$ cat config.mk
export PLATFORM = sky130hd
export DESIGN_NAME = lcd_digit_roller_flat
export DESIGN_NICKNAME = d
export VERILOG_FILES = /design/src/rtl/lcd_digit_roller_if.sv /design/src/rtl/lcd_digit_roller.sv /design/src/flat_wrapper.sv
export SDC_FILE = /design/constraint.sdc
export NUM_CORES = 1
export LEC_CHECK = 0
export ABC_AREA = 1
export ABC_CLOCK_PERIOD_IN_PS = 17500
export BUFFER_PORTS_ARGS = -buffer_cell sky130_fd_sc_hd__buf_2
export CORE_AREA = 2 2 124 126
export DETAILED_ROUTE_END_ITERATION = 8
export DIE_AREA = 0 0 126 128
export PLACE_DENSITY = 0.5
export RECOVER_POWER = 25
export SETUP_SLACK_MARGIN = 0.05
export SLEW_MARGIN = 30
export SYNTH_ARGS = -nofsm -noshare
export SYNTH_HDL_FRONTEND = slang
export SYNTH_SLANG_ARGS = --single-unit
$ cat constraint.sdc
create_clock -name clk -period 17.5 [get_ports clk]
set_input_delay 3.5 -clock clk [delete_from_list [all_inputs] [get_ports clk]]
set_output_delay 3.5 -clock clk [all_outputs]
set_load 0.02 [all_outputs]
$ cat src/rtl/lcd_digit_roller_if.sv
// Bundle between the roller and its UART / LCD-driver / glyph-BRAM peers.
// slave: roller side; master: the surrounding system (or a bench).
interface lcd_digit_roller_if #(
  parameter int NUM_DIGITS = 4,
  parameter int PIX_W      = 4,
  parameter int AW         = 10
);
  logic                    rx_ready;
  logic [7:0]              rx_data;
  logic [7:0]              x;
  logic [6:0]              y;
  logic                    next_pixel;
  logic [15:0]             color;
  logic [AW-1:0]           mem_addr;
  logic [PIX_W-1:0]        mem_dout;
  logic                    busy;
  logic                    done;
  logic [4*NUM_DIGITS-1:0] digits;

  modport slave (
    input  rx_ready, rx_data, x, y, next_pixel, mem_dout,
    output color, mem_addr, busy, done, digits
  );

  modport master (
    output rx_ready, rx_data, x, y, next_pixel, mem_dout,
    input  color, mem_addr, busy, done, digits
  );
endinterface

$ cat src/rtl/lcd_digit_roller.sv
// Random multi-digit display engine: UART byte rolls digits from an LFSR,
// maps driver x/y to a glyph-BRAM address and BRAM intensity to RGB565.
// Ports: clk, reset (sync, active-low), bus (slave modport: rx_ready,
// rx_data, x, y, next_pixel, mem_dout in; color, mem_addr, busy, done,
// digits out). Option macro LCD_ROLL_DIRECT_EN: ASCII '0'..'9' bytes
// shift straight into the digits instead of rolling.
module lcd_digit_roller #(
  parameter int NUM_DIGITS = 4,
  parameter int GW         = 5,
  parameter int GH         = 10,
  parameter int PIX_W      = 4,
  parameter int AW         = 10
) (
  input  logic           clk,
  input  logic           reset,
  lcd_digit_roller_if.slave bus
);

  localparam int SW = (NUM_DIGITS > 1) ? $clog2(NUM_DIGITS) : 1;
  localparam logic [SW-1:0] LAST = SW'(NUM_DIGITS - 1);

  typedef enum logic {IDLE, ROLL} state_t;

  function automatic logic [3:0] dmap(input logic [7:0] r);
    dmap = 4'((12'(r) * 12'd10) >> 8);
  endfunction

  function automatic logic [15:0] lstep(input logic [15:0] r);
    lstep = (r >> 1) ^ (r[0] ? 16'hB400 : 16'h0000);
  endfunction

  state_t                          state_q, state_d;
  logic [15:0]                     lfsr_q, lfsr_d;
  logic [15:0]                     cnt_q, cnt_d;
  logic                            seeded_q, seeded_d;
  logic [SW-1:0]                   i_q, i_d;
  logic [NUM_DIGITS-1:0][3:0]      dig_q, dig_d;
  logic                            busy_q, busy_d;
  logic                            done_q, done_d;
  logic                            blank_q, blank_d;
  logic [15:0]                     color_q, color_d;

  logic                            direct_hit;
  logic [3:0]                      direct_val;
  logic                            unused_bits;

  assign unused_bits = ^{bus.x[2:0], bus.y[2:0], bus.rx_data};

`ifdef LCD_ROLL_DIRECT_EN
  assign direct_hit = (bus.rx_data >= 8'h30) &&
                      (bus.rx_data <= 8'h39);
`else
  assign direct_hit = 1'b0;
`endif
  assign direct_val = 4'(bus.rx_data - 8'h30);

  // Control: trigger handling, roll sequencing, seeding.
  always_comb begin
    state_d  = state_q;
    lfsr_d   = lfsr_q;
    cnt_d    = cnt_q + 16'd1;
    seeded_d = seeded_q;
    i_d      = i_q;
    dig_d    = dig_q;
    busy_d   = busy_q;
    done_d   = 1'b0;
    unique case (state_q)
      IDLE: begin
        if (bus.rx_ready) begin
          if (direct_hit) begin
            for (int s = NUM_DIGITS - 1; s > 0; s--)
              dig_d[s] = dig_q[s-1];
            dig_d[0] = direct_val;
            done_d   = 1'b1;
          end else begin
            // First roll after reset seeds from the free-running count;
            // forcing bit 0 keeps the LFSR out of the all-zero lock-up.
            if (!seeded_q) begin
              lfsr_d   = cnt_q | 16'h0001;
              seeded_d = 1'b1;
            end
            i_d     = '0;
            busy_d  = 1'b1;
            state_d = ROLL;
          end
        end
      end
      ROLL: begin
        dig_d[i_q] = dmap(lfsr_q[7:0]);
        lfsr_d     = lstep(lfsr_q);
        if (i_q == LAST) begin
          done_d  = 1'b1;
          busy_d  = 1'b0;
          state_d = IDLE;
        end else begin
          i_d = i_q + SW'(1);
        end
      end
      default: state_d = IDLE;
    endcase
  end

  // Pixel address: slot found by a constant compare chain, no divider.
  int unsigned col_i, row_i, base_i, addr_i;
  logic [SW-1:0] slot;
  logic          blank;

  always_comb begin
    col_i  = 32'(bus.x[7:3]);
    row_i  = 32'(bus.y[6:3]);
    slot   = '0;
    base_i = 0;
    for (int s = 1; s < NUM_DIGITS; s++) begin
      if (col_i >= 32'(s * GW)) begin
        slot   = SW'(s);
        base_i = 32'(s * GW);
      end
    end
    blank  = (col_i >= 32'(NUM_DIGITS * GW)) || (row_i >= 32'(GH));
    addr_i = 32'(dig_q[slot]) * 32'(GW * GH) +
             row_i * 32'(GW) + (col_i - base_i);
    if (blank) addr_i = 0;
    bus.mem_addr = AW'(addr_i);
    blank_d = blank;
  end

  // Colour: intensity left-justified into grey RGB565.
  logic [4:0] rb5;
  logic [5:0] g6;

  always_comb begin
    rb5     = 5'(bus.mem_dout) << (5 - PIX_W);
    g6      = 6'(bus.mem_dout) << (6 - PIX_W);
    color_d = color_q;
    if (bus.next_pixel)
      color_d = blank_q ? 16'h0000 : {rb5, g6, rb5};
  end

  always_ff @(posedge clk) begin
    if (!reset) begin
      state_q  <= IDLE;
      lfsr_q   <= 16'h0001;
      cnt_q    <= 16'h0000;
      seeded_q <= 1'b0;
      i_q      <= '0;
      dig_q    <= '0;
      busy_q   <= 1'b0;
      done_q   <= 1'b0;
      blank_q  <= 1'b0;
      color_q  <= 16'h0000;
    end else begin
      state_q  <= state_d;
      lfsr_q   <= lfsr_d;
      cnt_q    <= cnt_d;
      seeded_q <= seeded_d;
      i_q      <= i_d;
      dig_q    <= dig_d;
      busy_q   <= busy_d;
      done_q   <= done_d;
      blank_q  <= blank_d;
      color_q  <= color_d;
    end
  end

  assign bus.color  = color_q;
  assign bus.busy   = busy_q;
  assign bus.done   = done_q;
  assign bus.digits = dig_q;

endmodule

$ cat src/flat_wrapper.sv
// flat-port wrapper written by rule: the top's interface ports become plain ports
module lcd_digit_roller_flat 
#(
  parameter int NUM_DIGITS = 4,
  parameter int GW         = 5,
  parameter int GH         = 10,
  parameter int PIX_W      = 4,
  parameter int AW         = 10
)
  (clk, reset, bus_rx_ready, bus_rx_data, bus_x, bus_y, bus_next_pixel, bus_mem_dout, bus_color, bus_mem_addr, bus_busy, bus_done, bus_digits);
  lcd_digit_roller_if #(.NUM_DIGITS(NUM_DIGITS), .PIX_W(PIX_W), .AW(AW)) bus_i ();
  input  logic clk;
  input  logic reset;
  input wire logic [$bits(bus_i.rx_ready)-1:0] bus_rx_ready;
  input wire logic [$bits(bus_i.rx_data)-1:0] bus_rx_data;
  input wire logic [$bits(bus_i.x)-1:0] bus_x;
  input wire logic [$bits(bus_i.y)-1:0] bus_y;
  input wire logic [$bits(bus_i.next_pixel)-1:0] bus_next_pixel;
  input wire logic [$bits(bus_i.mem_dout)-1:0] bus_mem_dout;
  output wire logic [$bits(bus_i.color)-1:0] bus_color;
  output wire logic [$bits(bus_i.mem_addr)-1:0] bus_mem_addr;
  output wire logic [$bits(bus_i.busy)-1:0] bus_busy;
  output wire logic [$bits(bus_i.done)-1:0] bus_done;
  output wire logic [$bits(bus_i.digits)-1:0] bus_digits;
  assign bus_i.rx_ready = bus_rx_ready;
  assign bus_i.rx_data = bus_rx_data;
  assign bus_i.x = bus_x;
  assign bus_i.y = bus_y;
  assign bus_i.next_pixel = bus_next_pixel;
  assign bus_i.mem_dout = bus_mem_dout;
  assign bus_color = bus_i.color;
  assign bus_mem_addr = bus_i.mem_addr;
  assign bus_busy = bus_i.busy;
  assign bus_done = bus_i.done;
  assign bus_digits = bus_i.digits;
  lcd_digit_roller #(.NUM_DIGITS(NUM_DIGITS), .GW(GW), .GH(GH), .PIX_W(PIX_W), .AW(AW)) u_core (.clk(clk), .reset(reset), .bus(bus_i));
endmodule
==> reports/metrics.yaml <==
power:
  p_total_uw: 466
  ir_drop_mv: 0.0461
  power.leakage_uw: 0.00255
  power_density_nw_per_um2: 93.1
drt:
  drc: 0
  vias_per_cell: 4.50
  drt-total-wl_mm: 10.3
  num_vias: 3964
  final_antenna_net_count: 0
  wl_per_cell_um: 11.7
  dr.pass1.iters: 4
  drt_iter0_markers: 157
global_routing:
  grt_max_degree: 28
  grt_pass1_wl_mm: 17.6
  grt_pass1_vias: 3793
  track_usage_pct: 13.4
  grt_overflow: 0
  antenna_found_initial: 0
floorplanning:
  initial_core_util_pct: 29.4
  io_pins: 75
  die_height_um: 128
  die-area_um2: 16100
  die_w_um: 126
  rows: 45
  core_region_area_um2: 14900
placed_design:
  place_congestion: 0.804
  dp_hpwl_mm: 8.03
  numPortBuffers: 56
clock_network:
  clkTransAtPathRegs_ns: 0.05
  post_cts_buffers: 0
  cts_resized: 0
  holdBufCountCts: 0
  htree_levels: 3
  cts_buffer_depth: 2
  clk-insertion-delay-late_ns: 0.33
  clock_sinks: 59
  cts_tree: "done"
  root_buffer: "clkbuf_16"
  numCtsBuffers: 9
setup_path:
  reg2regPathDepth: 10
  reg2reg_setup_slack_ns: 15.42
  arrival_ns: 7.97
  path_max_fanout: 14
  worstSetupPathType: "input pin to output pin"
  rr_startpoint: "u_core.lfsr_q[7]"
  crit_required_ns: 14.00
  startpoint: "bus_x[6]"
  critPathLaunchType: "input pin"
  r2r-end: "u_core.bus.digits[14]"
  endpoint_kind: "output pin"
flow_run:
  max_cap_viol_count: 0
timing:
  timing.slew.headroom_pct: 8.67
  max_freq_ghz: 0.0872
  period_needed_ns: 11.47
  skew_ns: 0.00710
  rsz0062_at_grt: "false"
  hold_viol: 0
  tns_ns: 0
  tightest_slew_ns: 1.37
  period_share_pct: 65.5
  setup_viol_count_final: 0
  finalMaxSlewViolations: 0
cells_and_area:
  antenna_cells: 0
  nets: 774
  drive_gt1_share_pct: 11.7
  area_growth_pct: 14.5
synth:
  ys_types: 36
  yosysSeqAreaShare_pct: 27.0
  syn_area_um2: 4370
  avgSynthCellArea_um2: 6.80
  synth_seq_cells: 59
  synth_area_leaders: "dfxtp_1 (27%), nand2_1 (14%), ha_1 (13%), inv_1 (9.9%), a21oi_1 (5.5%)"
  netlist.top_cell.by_area: "dfxtp_1"
  yosysWarningCount: 0
  netlist_instances: 643
  synth_top_area_share_pct: 27.0
hold_path:
  hold-path-endpoint: "u_core.bus.busy"
  min_from: "u_core.bus.busy"
  hold_depth: 2
  min_path_type: "register to register"
run_status:
  status: "complete, no violations"
layout by cell type, fill, tap and decap left out, types with 2 or more instances in the layout:
cell type   count
clkbuf_1        8
o221ai_1        3
nor2_2          4
nor2_4          3
o21ai_1         3
xnor2_1         5
nand2_1       167
nand4_1         5
fa_1           10
conb_1          4
o21ai_0        30
inv_1         115
clkbuf_16       9
nand3_2         3
ha_1           46
clkinvlp_4      2
nor3_1          2
buf_2          50
dfxtp_1        59
or2_2           2
nand3_1        44
xor2_1          4
nor2_1         36
a31oi_1        12
o21a_1          4
a21oi_1        49
worst max path at each step:
stage | end | slack [ns] | depth (start not counted)
after floorplan | bus_mem_addr[7] | 6.78 | 19
after global placement | bus_mem_addr[9] | 5.70 | 20
after detailed placement | bus_mem_addr[9] | 5.65 | 20
after CTS | bus_mem_addr[9] | 5.65 | 20
after global routing | bus_mem_addr[9] | 5.65 | 20
final | bus_mem_addr[9] | 6.03 | 20
power by group:
part | total (uW) | internal (uW) | leakage, uW | switching, uW
Clock | 166 | 100 | 0.000132 | 65.5
Combinational | 153 | 55.7 | 0.00194 | 97.7
Sequential | 147 | 141 | 0.000482 | 6.25
layout make-up:
| cell class | instances | area (um2) |
|---|---|---|
| Multi-Input combinational cell | 444 | 2600 |
| Timing Repair Buffer | 57 | 277 |
| Clock buffer | 11 | 243 |
| Clock inverter | 5 | 37.5 |
| Inverter | 116 | 435 |
| Fill cell | 1652 | 9860 |
| Sequential cell | 59 | 1180 |
| Tap cell | 188 | 235 |
registers in the layout, summed over array words and instances (netlist names):
name and flops:
u_core.bus.digits 16, u_core.cnt_q 16, u_core.lfsr_q 16, u_core.bus.color 4, u_core.i_q 2, u_core.blank_q 1, u_core.bus.busy 1, u_core.bus.done 1
u_core.seeded_q 1, u_core.state_q 1
layer usage:
metal  GRT usage, %  vias to the layer above  wire length [um]  part of all wire, %
met5              0                        -                 0                    0
met4           3.94                        0               172                  1.7
met3           3.46                       14               379                  3.7
met2           23.5                       54              5040                   49
met1           16.1                     1785              4670                   46
li1               -                     2111                 -                    -
cell families (layout without fill, tap and decap cells):
| kind of cell | count (synthesis) | count (layout) | share of synthesized area (%) |
|---|---|---|---|
| xor+xnor | 9 | 9 | 1.80 |
| compound gates | 104 | 104 | 13.0 |
| simple gates | 271 | 271 | 26.6 |
| fa+ha+maj | 56 | 56 | 17.7 |
| other cells | 1 | 4 | 0.0858 |
| flops | 59 | 59 | 27.0 |
| buf+inv | 143 | 189 | 13.8 |
cell usage after synthesis (all sizes together):
master,instances
o21ai,33
or2,3
xnor2,5
clkbuf,6
nor2,43
a211oi,1
nor3,3
o221ai,3
nand3,47
nand2,169
ha,46
and2,1
fa,10
o21bai,1
xor2,4
o22ai,1
inv,116
nand4,5
conb,1
buf,21
dfxtp,59
a31oi,12
a21oi,49
o21a,4
per-stage QoR:
step / cell area (um2) / util (%) / hold WS (ns) / setup slack (ns) / cells
3_5_place_dp: 4740 / 31.9 / 0.446 / 5.65 / 864
4_1_cts: 5020 / 33.8 / 0.454 / 5.65 / 880
5_1_grt: 5010 / 33.7 / 0.478 / 5.65 / 880
2_1_floorplan: 4380 / - / 0.429 / 6.78 / 646
3_3_place_gp: 4740 / 31.9 / 0.444 / 5.70 / 864
6_report: 5010 / 33.7 / 0.446 / 6.03 / 880
worst max-delay path: stages:
cell,delay [ns]
buf_2,0.12
nand3_1,0.07
nor2_1,0.06
nor2_2,0.45
nand2_2,0.33
ha_1,0.33
fa_1,0.41
o21ai_0,0.21
xor2_1,0.20
fa_1,0.46
fa_1,0.55
inv_1,0.04
ha_1,0.37
a21oi_1,0.20
nand2_1,0.11
a21oi_1,0.19
nand3_1,0.10
nand2_1,0.06
nor2_1,0.04
buf_2,0.15
No activity file was read; power rests on OpenSTA's default activity.
